$ cat src/rtl/stop_watch_pkg.sv
// Shared types and constants for the stopwatch control machine and counter.
package stop_watch_pkg;

  typedef logic [3:0] bcd_t;
  typedef logic [1:0] dig_idx_t;

  typedef enum logic {
    DISP_SEC_CSEC = 1'b0,
    DISP_MIN_SEC  = 1'b1
  } disp_mode_e;

  localparam logic [6:0] SEG_BLANK = 7'h7F;
  localparam int         CSEC_MAX  = 99;
  localparam int         SEC_MAX   = 59;
  localparam int         MIN_MAX   = 59;

  // Full count, most significant digit first.
  typedef struct packed {
    bcd_t min_t;
    bcd_t min_o;
    bcd_t sec_t;
    bcd_t sec_o;
    bcd_t csec_t;
    bcd_t csec_o;
  } cnt_t;

  // Increment a two-digit BCD field that rolls over after max; returns {carry, tens, ones}.
  function automatic logic [8:0] bcd_pair_inc(input bcd_t tens, input bcd_t ones, input int max);
    bcd_t max_t;
    bcd_t max_o;
    max_t = bcd_t'(max / 10);
    max_o = bcd_t'(max % 10);
    if (tens == max_t && ones == max_o)
      return {1'b1, 8'h00};
    else if (ones == 4'd9)
      return {1'b0, tens + 4'd1, 4'd0};
    else
      return {1'b0, tens, ones + 4'd1};
  endfunction

endpackage

$ cat src/rtl/bcd_to_7seg.sv
// BCD digit to active-low {g,f,e,d,c,b,a} segments; values A-F blank.
// Latency: combinational. Backpressure: none.
module bcd_to_7seg
  import stop_watch_pkg::*;
(
  input  logic [3:0] bcd,
  output logic [6:0] seg
);

  always_comb begin
    case (bcd)
      4'd0:    seg = 7'h40;
      4'd1:    seg = 7'h79;
      4'd2:    seg = 7'h24;
      4'd3:    seg = 7'h30;
      4'd4:    seg = 7'h19;
      4'd5:    seg = 7'h12;
      4'd6:    seg = 7'h02;
      4'd7:    seg = 7'h78;
      4'd8:    seg = 7'h00;
      4'd9:    seg = 7'h10;
      default: seg = SEG_BLANK;
    endcase
  end

endmodule

$ cat src/rtl/stop_watch_counter.sv
// BCD min/sec/csec stopwatch count with a multiplexed active-low 4-digit display.
// Latency: counters 2 clk after pls_100hz rise, disp_bcd +1 clk, scan outputs on next scan step.
// Backpressure: none; cnt_en/clr_plso are only honoured on the tick cycle.
module stop_watch_counter
  import stop_watch_pkg::*;
#(
  parameter int SCAN_DIV = 31250
) (
  input  logic        clk,
  input  logic        rst,
  input  logic        pls_100hz,
  input  logic        cnt_en,
  input  logic        clr_plso,
  input  logic        disp_mode,
  output logic [7:0]  csec_bcd,
  output logic [7:0]  sec_bcd,
  output logic [7:0]  min_bcd,
  output logic [15:0] disp_bcd,
  output logic        wrap_flag,
  output logic [6:0]  seg,
  output logic        dp,
  output logic [3:0]  an
);

  localparam int                DIV_W    = (SCAN_DIV > 1) ? $clog2(SCAN_DIV) : 1;
  localparam logic [DIV_W-1:0] DIV_LAST = DIV_W'(SCAN_DIV - 1);

  logic             p0, p1, tick;
  cnt_t             cnt_q, cnt_nxt;
  logic             wrap_q, wrap_nxt;
  logic             c_csec, c_sec, c_min;
  logic [DIV_W-1:0] div_q;
  dig_idx_t         idx_q;
  logic             scan_step;
  bcd_t             scan_nib;
  logic [6:0]       seg_dec;
  logic [3:0]       an_nxt;
  logic             dp_nxt;

  assign tick = p0 & ~p1;

  always_ff @(posedge clk) begin
    if (rst) begin
      p0 <= 1'b0;
      p1 <= 1'b0;
    end else begin
      p0 <= pls_100hz;
      p1 <= p0;
    end
  end

  always_comb begin
    cnt_nxt  = cnt_q;
    wrap_nxt = wrap_q;
    c_csec   = 1'b0;
    c_sec    = 1'b0;
    c_min    = 1'b0;
    if (tick) begin
      if (clr_plso) begin
        cnt_nxt  = '0;
        wrap_nxt = 1'b0;
      end else if (cnt_en) begin
        {c_csec, cnt_nxt.csec_t, cnt_nxt.csec_o} = bcd_pair_inc(cnt_q.csec_t, cnt_q.csec_o, CSEC_MAX);
        if (c_csec) begin
          {c_sec, cnt_nxt.sec_t, cnt_nxt.sec_o} = bcd_pair_inc(cnt_q.sec_t, cnt_q.sec_o, SEC_MAX);
          if (c_sec) begin
            {c_min, cnt_nxt.min_t, cnt_nxt.min_o} = bcd_pair_inc(cnt_q.min_t, cnt_q.min_o, MIN_MAX);
            if (c_min)
              wrap_nxt = 1'b1;
          end
        end
      end
    end
  end

  // Loaded every cycle so the hold path goes through cnt_nxt as well.
  always_ff @(posedge clk) begin
    if (rst) begin
      cnt_q  <= '0;
      wrap_q <= 1'b0;
    end else begin
      cnt_q  <= cnt_nxt;
      wrap_q <= wrap_nxt;
    end
  end

  assign csec_bcd  = {cnt_q.csec_t, cnt_q.csec_o};
  assign sec_bcd   = {cnt_q.sec_t, cnt_q.sec_o};
  assign min_bcd   = {cnt_q.min_t, cnt_q.min_o};
  assign wrap_flag = wrap_q;

  always_ff @(posedge clk) begin
    if (rst)
      disp_bcd <= '0;
    else if (disp_mode == DISP_MIN_SEC)
      disp_bcd <= {min_bcd, sec_bcd};
    else
      disp_bcd <= {sec_bcd, csec_bcd};
  end

  assign scan_step = (div_q == DIV_LAST);

  always_comb begin
    case (idx_q)
      2'd0:    scan_nib = disp_bcd[15:12];
      2'd1:    scan_nib = disp_bcd[11:8];
      2'd2:    scan_nib = disp_bcd[7:4];
      default: scan_nib = disp_bcd[3:0];
    endcase
  end

  bcd_to_7seg u_dec (
    .bcd (scan_nib),
    .seg (seg_dec)
  );

  // Point sits after the second digit; in min.sec view it blinks at 1 Hz.
  always_comb begin
    an_nxt = ~(4'b1000 >> idx_q);
    dp_nxt = ~((idx_q == 2'd1) &&
               ((disp_mode == DISP_SEC_CSEC) || (cnt_q.csec_t < 4'd5)));
  end

  always_ff @(posedge clk) begin
    if (rst) begin
      div_q <= '0;
      idx_q <= '0;
      an    <= 4'b1111;
      seg   <= SEG_BLANK;
      dp    <= 1'b1;
    end else begin
      div_q <= scan_step ? '0 : div_q + 1'b1;
      if (scan_step) begin
        idx_q <= idx_q + 2'd1;
        an    <= an_nxt;
        seg   <= seg_dec;
        dp    <= dp_nxt;
      end
    end
  end

endmodule
$ cat config.mk
export PLATFORM = sky130hd
export DESIGN_NAME = stop_watch_counter
export DESIGN_NICKNAME = d
export VERILOG_FILES = /design/src/rtl/stop_watch_pkg.sv /design/src/rtl/bcd_to_7seg.sv /design/src/rtl/stop_watch_counter.sv
export SDC_FILE = /design/constraint.sdc
export NUM_CORES = 1
export LEC_CHECK = 0
export BUFFER_PORTS_ARGS = -buffer_cell sky130_fd_sc_hd__buf_2
export CAP_MARGIN = 20
export CORE_MARGIN = 4
export CORE_UTILIZATION = 60
export DETAILED_ROUTE_END_ITERATION = 16
export GPL_ROUTABILITY_DRIVEN = 0
export PLACE_DENSITY = 0.8
export SETUP_SLACK_MARGIN = 0.1
export SYNTH_ARGS = -nofsm -noshare
export SYNTH_HDL_FRONTEND = slang
export SYNTH_SLANG_ARGS = --single-unit
$ cat constraint.sdc
create_clock -name clk -period 4.94 [get_ports clk]
set_input_delay 0.988 -clock clk [delete_from_list [all_inputs] [get_ports clk]]
set_output_delay 0.988 -clock clk [all_outputs]
set_load 0.02 [all_outputs]
# After elaboration in Yosys (flattened, before gate mapping)
# Memory sizes are Yosys's and may differ from the RTL's. A register that Yosys moved wholly into a read port is not among the register bits.
# Index checks and enable logic that the tools add are counted.
# totals
register_bits	65
latch_bits	0
ram_bits	0
mem_bits_ro	112
inputBits	6
elab_cells	89
mem_count	1
# memory_table
name	words	width	read_ports	rd_ports_with_merged_regs	wr	line	source
(no name shown)	16	7	1	1	0	bcd_to_7seg.sv:11	case (bcd)
# op_classes
add_sub_neg	8
multipliers	0
div_mod_pow	0
n_lt_le_gt_ge	1
n_eq_ne	12
shifts	1
n_mux	29
bitwise	5
n_reduce_logical	18
# ops
cell	count
$mux W9	15
$mux W24	2
$mux W16	2
$mux W8	4
$add A4 B1 Y4 const B	6
$eq A4 B4 Y1 const B	4
$add A15 B1 Y15 const B	1
$eq A15 B15 Y1 const B	1
$ne A4 B2 Y1 const B	3
$pmux W4 S3	1
$reduce_and A5 Y1	2
$eq A4 B3 Y1 const B	2
$reduce_and A4 Y1	2
$reduce_bool A2 Y1	4
$reduce_and A3 Y1	2
$mux W1	5
$logic_and A1 B1 Y1	4
$lt A4 B3 Y1 const B	1
$not A4 Y4	1
$shr A4 B2 Y4 const A	1
$not A1 Y1	3
$add A2 B1 Y2 const B	1
$eq A2 B1 Y1 const B	1
$eq A2 B2 Y1 const B	1
5 further kinds	5

# Logic depth before layout (Yosys ltp)
# depth
depth_word	20
ltp_mapped	9
mapped_depth_nobuf	9

# By module
# From an unflattened synthesis, not the netlist that was laid out.
# hier_totals
hier_cells	405
hier_area_um2	3528.4
# by_module_without_submodules
module	n_inst	cells_each	area_each_um2
stop_watch_counter	1	372	3318.2
bcd_to_7seg	1	33	210.2

# Least setup slack after synthesis
# OpenSTA, ideal clock, no wires.
# synth_path
kind	input -> register
start	input port clr_plso
end	register cnt_q, in the netlist min_bcd[5]
t_arrival_ps	2099
required_ps	4853
slack_ps	2753
cell_stages	7
path_buffers	2
path_cell_list	buf_6 nor2_2 nor2_8 nand4_4 buf_6 or4_1 o31ai_1
# synth_via
elab_chain_cells	2
# synth_lines
element	line	source
start: declaration	stop_watch_counter.sv:13	input logic clr_plso,
$ne A4 B2 Y1 (no line) or $reduce_bool A2 Y1 (tied branches)	--	
$reduce_and A5 Y1 (no line)	--	
end signal: assignment	stop_watch_counter.sv:82	cnt_q <= cnt_nxt;
end: declaration	stop_watch_counter.sv:29	cnt_t cnt_q, cnt_nxt;
# Several ways; a longest one is shown, not always the timed one.
# A chain may end at the register's enable or synchronous reset.

==> summary.md <==
Pwr
* **maximum vdd ir drop** 161 uV
* **Leakage** 1.77 nW
* **power density relative to cell area** 264 nW/um^2

Final layout
* **Filler cells** 463
* **Area growth, synth to finish** 13.6%
* **number of inserted diodes** 0
* **final net count** 459
* **layout cells sized above 1** 21.4%
* **summed area of non-filler cells in the final layout** 3960 um^2
* **area of the multi-input gates** 1890 um^2
* **Reg area** 1440 um^2

Timing
* **final critical-path share of the clock period** 52.7%
* **final setup fails** 0
* **setup repair after global routing missed its margin** false
* **Max Clk Rate** 384 MHz
* **Total Negative Setup Slacks** 0 ps
* **count of endpoints failing hold in the final timing report** 0
* **Tightest Pin Transition** 889 ps
* **worst relative slew slack** 40.6%
* **Max Slew Vio Count** 0
* **largest clock skew in the final design** 6.84 ps
* **final period demand of the worst path** 2600 ps

Hold path
* **class of the tightest hold or removal check** reg -> reg
* **worst hold stages** 1

Drt
* **average via count per standard cell** 5.53
* **DRC violation count after routing** 0
* **wire length reported by the detailed router** 7.62 mm
* **final routed wire length divided by cell count** 15.0 um
* **first-iteration detailed-routing DRC count** 124
* **antenna viol nets, final** 0
* **number of optimization iterations in the first detailed-route pass** 4
* **overall via count from detail_route** 2802

Die
* **die width** 84.2 um
* **Std-Cell Core Area** 5570 um^2
* **die extent in y** 84.2 um
* **initial cell density of the core** 62.5%
* **Die Area** 7090 um^2
* **Boundary Pins** 59
* **row count** 27

Critical path
* **startpoint class of the critical path** primary input
* **Worst Setup Path Type** in -> reg
* **cells on worst reg2reg path** 6
* **worst r2r dst** seg[0]
* **sort of element at the end of the critical path** flip-flop
* **worst setup path startpoint** rst
* **Crit path required time** 5220 ps
* **minimum setup slack among reg-to-reg paths** 2350 ps
* **largest fanout on the critical path** 41
* **startpoint of the worst-slack reg-to-reg timing path** div_q[0]
* **CP endpoint** seg[0]
* **data arrival time of the worst path** 2880 ps

Synth
* **largest cells by area after synthesis** dfxtp_1 (41%), ha_1 (8.3%), nor2_1 (5.9%)
* **Post-Synthesis Cell Area** 3490 um^2
* **flops & latches, synth** 72
* **Cells after Synth** 374
* **Seq/Total Area, Yosys** 41.3%
* **count of synthesis-stage warnings from yosys** 0
* **largest area contributor in the netlist** dfxtp_1
* **number of different library cells in the post-synthesis netlist** 60
* **post-synth top area share** 41.3%
* **per-instance average area after synthesis** 9.32 um^2
* **number of nets produced by synthesis** 403

Clocking
* **clock tree from TritonCTS** done
* **CTS H-tree depth** 3
* **Clock Latency Late Sink** 350 ps
* **number of hold buffers added after cts** 0
* **clock root buffer** clkbuf_8
* **post-CTS setup buffer count** 0
* **post-CTS resize count** 0
* **CTS max path bufs** 2
* **clock buffer count from CTS** 9
* **clock transition time at the flip-flop clock pins of the worst setup and hold paths** 70 ps
* **CTS sink count** 72

Placed design
* **number of input and output port buffers inserted** 58
* **cell area after placement** 3800 um^2
* **half-perimeter wire length after placement** 5.56 mm

Global route
* **maximum number of pins on one net before global-route repair** 42
* **global-route wire length before repair** 13.0 mm
* **overall fraction of global-route tracks in use** 22.8%
* **via count of the first global-routing pass** 2717
* **antenna violations before repair** 0
* **grt ovf** 0

Run status
* **status** completed

Run
* **number of max-cap violations** 0

[state kept, by name, indices dropped and copies added, names as in the netlist, 2 cells and up]
| register | cells |
|---|---|
| disp_bcd | 16 |
| div_q | 15 |
| csec_bcd | 8 |
| min_bcd | 8 |
| sec_bcd | 8 |
| seg | 7 |
| an | 4 |
| idx_q | 2 |
[worst min path at each step]
stage               startpoint        to  slack (ps)
floorplan             div_q[0]  div_q[0]         430
global placement      div_q[0]  div_q[0]         440
detailed placement      seg[4]    seg[4]         450
CTS                         dp        dp         470
global route                dp        dp         490
finish                  seg[4]    seg[4]         460
[final cells by class]
cell class / count / area share [%]
inverter: 23 / 2.18
tap: 72 / 2.27
timing repair buffer: 58 / 7.33
clock buffer: 10 / 3.22
clock inverter: 6 / 0.916
multi-input combinational: 266 / 47.7
sequential: 72 / 36.4
[synthesized netlist by cell type, drive strengths merged]
| master | instances |
|---|---|
| xor2 | 7 |
| o211ai | 5 |
| and2 | 2 |
| a31o | 1 |
| nand2b | 4 |
| a21oi | 16 |
| o2bb2ai | 2 |
| nor2b | 5 |
| a31oi | 2 |
| nor3 | 3 |
| o32ai | 1 |
| o21ai | 13 |
| or3 | 6 |
| nand3b | 5 |
| a21o | 1 |
| o311ai | 1 |
| a222oi | 4 |
| and4 | 2 |
| ha | 23 |
| a211oi | 4 |
| nor4b | 2 |
| a221o | 2 |
| nand2 | 23 |
| clkinv | 1 |
| dfxtp | 72 |
| a41oi | 1 |
| and3 | 5 |
| nor3b | 1 |
| nor2 | 58 |
| inv | 22 |
| a211o | 3 |
| nand4 | 5 |
| xnor2 | 12 |
| a221oi | 1 |
| nand3 | 9 |
| mux2i | 22 |
| o31ai | 2 |
| or2 | 2 |
| and3b | 2 |
| nand4b | 1 |
| or4 | 4 |
| nor4 | 1 |
| clkbuf | 6 |
| mux2 | 3 |
| buf | 7 |
[metrics by stage]
step	util, %	setup WS [ps]	power [W]	hold slack, ps	instances
6_report	71.1	2340	0.00105	464	507
5_1_grt	71.1	2010	0.00109	494	507
4_1_cts	71.1	2330	0.00105	469	507
3_5_place_dp	68.1	1950	0.000658	451	491
3_3_place_gp	68.1	2000	0.000656	438	491
2_1_floorplan	-	2750	0.000645	430	374
[metal layers]
| metal | track usage [%] | vias to the layer above | wire (um) |
|---|---|---|---|
| li1 | - | 1417 | - |
| met1 | 28.6 | 1301 | 3450 |
| met2 | 37.0 | 67 | 3550 |
| met3 | 5.40 | 17 | 418 |
| met4 | 10.5 | 0 | 197 |
| met5 | 0 | - | 0 |
[critical path, cell delays in order]
cell and delay (ps):
buf_2 560, clkinv_1 530, nand2_1 560, nor2_1 80, a31oi_1 150
[where the power goes]
part           internal [W]  leakage (nW)  switching [W]
Sequential         0.000585         0.582     0.00000632
Combinational     0.0000174          1.10      0.0000348
Clock              0.000179        0.0858       0.000223
[logic make-up (layout without fill, tap and decap cells)]
| logic type | Yosys count | after routing | synth area share (%) |
|---|---|---|---|
| and+or+nand+nor | 140 | 140 | 22.0 |
| DFF | 72 | 72 | 41.3 |
| AOI/OAI and AO/OA | 59 | 59 | 11.7 |
| buffers and inverters | 36 | 97 | 4.45 |
| muxes | 25 | 25 | 7.50 |
| adders and majority gates | 23 | 23 | 8.26 |
| xor gates and xnor gates | 19 | 19 | 4.77 |
[cell usage in the layout, fill, tap and decap left out, drive strengths merged, types with 3 or more instances in the layout]
| cell type | synthesis | routed |
|---|---|---|
| and3 | 5 | 5 |
| xor2 | 7 | 7 |
| ha | 23 | 23 |
| or3 | 6 | 6 |
| a211oi | 4 | 4 |
| nor2b | 5 | 5 |
| a211o | 3 | 3 |
| a222oi | 4 | 4 |
| buf | 7 | 58 |
| xnor2 | 12 | 12 |
| clkinv | 1 | 6 |
| o211ai | 5 | 5 |
| nor3 | 3 | 3 |
| a21oi | 16 | 16 |
| inv | 22 | 22 |
| nand3b | 5 | 5 |
| nand2 | 23 | 23 |
| clkbuf | 6 | 10 |
| nand2b | 4 | 4 |
| nand4 | 5 | 5 |
| o21ai | 13 | 13 |
| mux2 | 3 | 3 |
| nand3 | 9 | 9 |
| dfxtp | 72 | 72 |
| or4 | 4 | 4 |
| nor2 | 58 | 58 |
| mux2i | 22 | 22 |
Note: power is estimated with default switching activity, not from simulation.
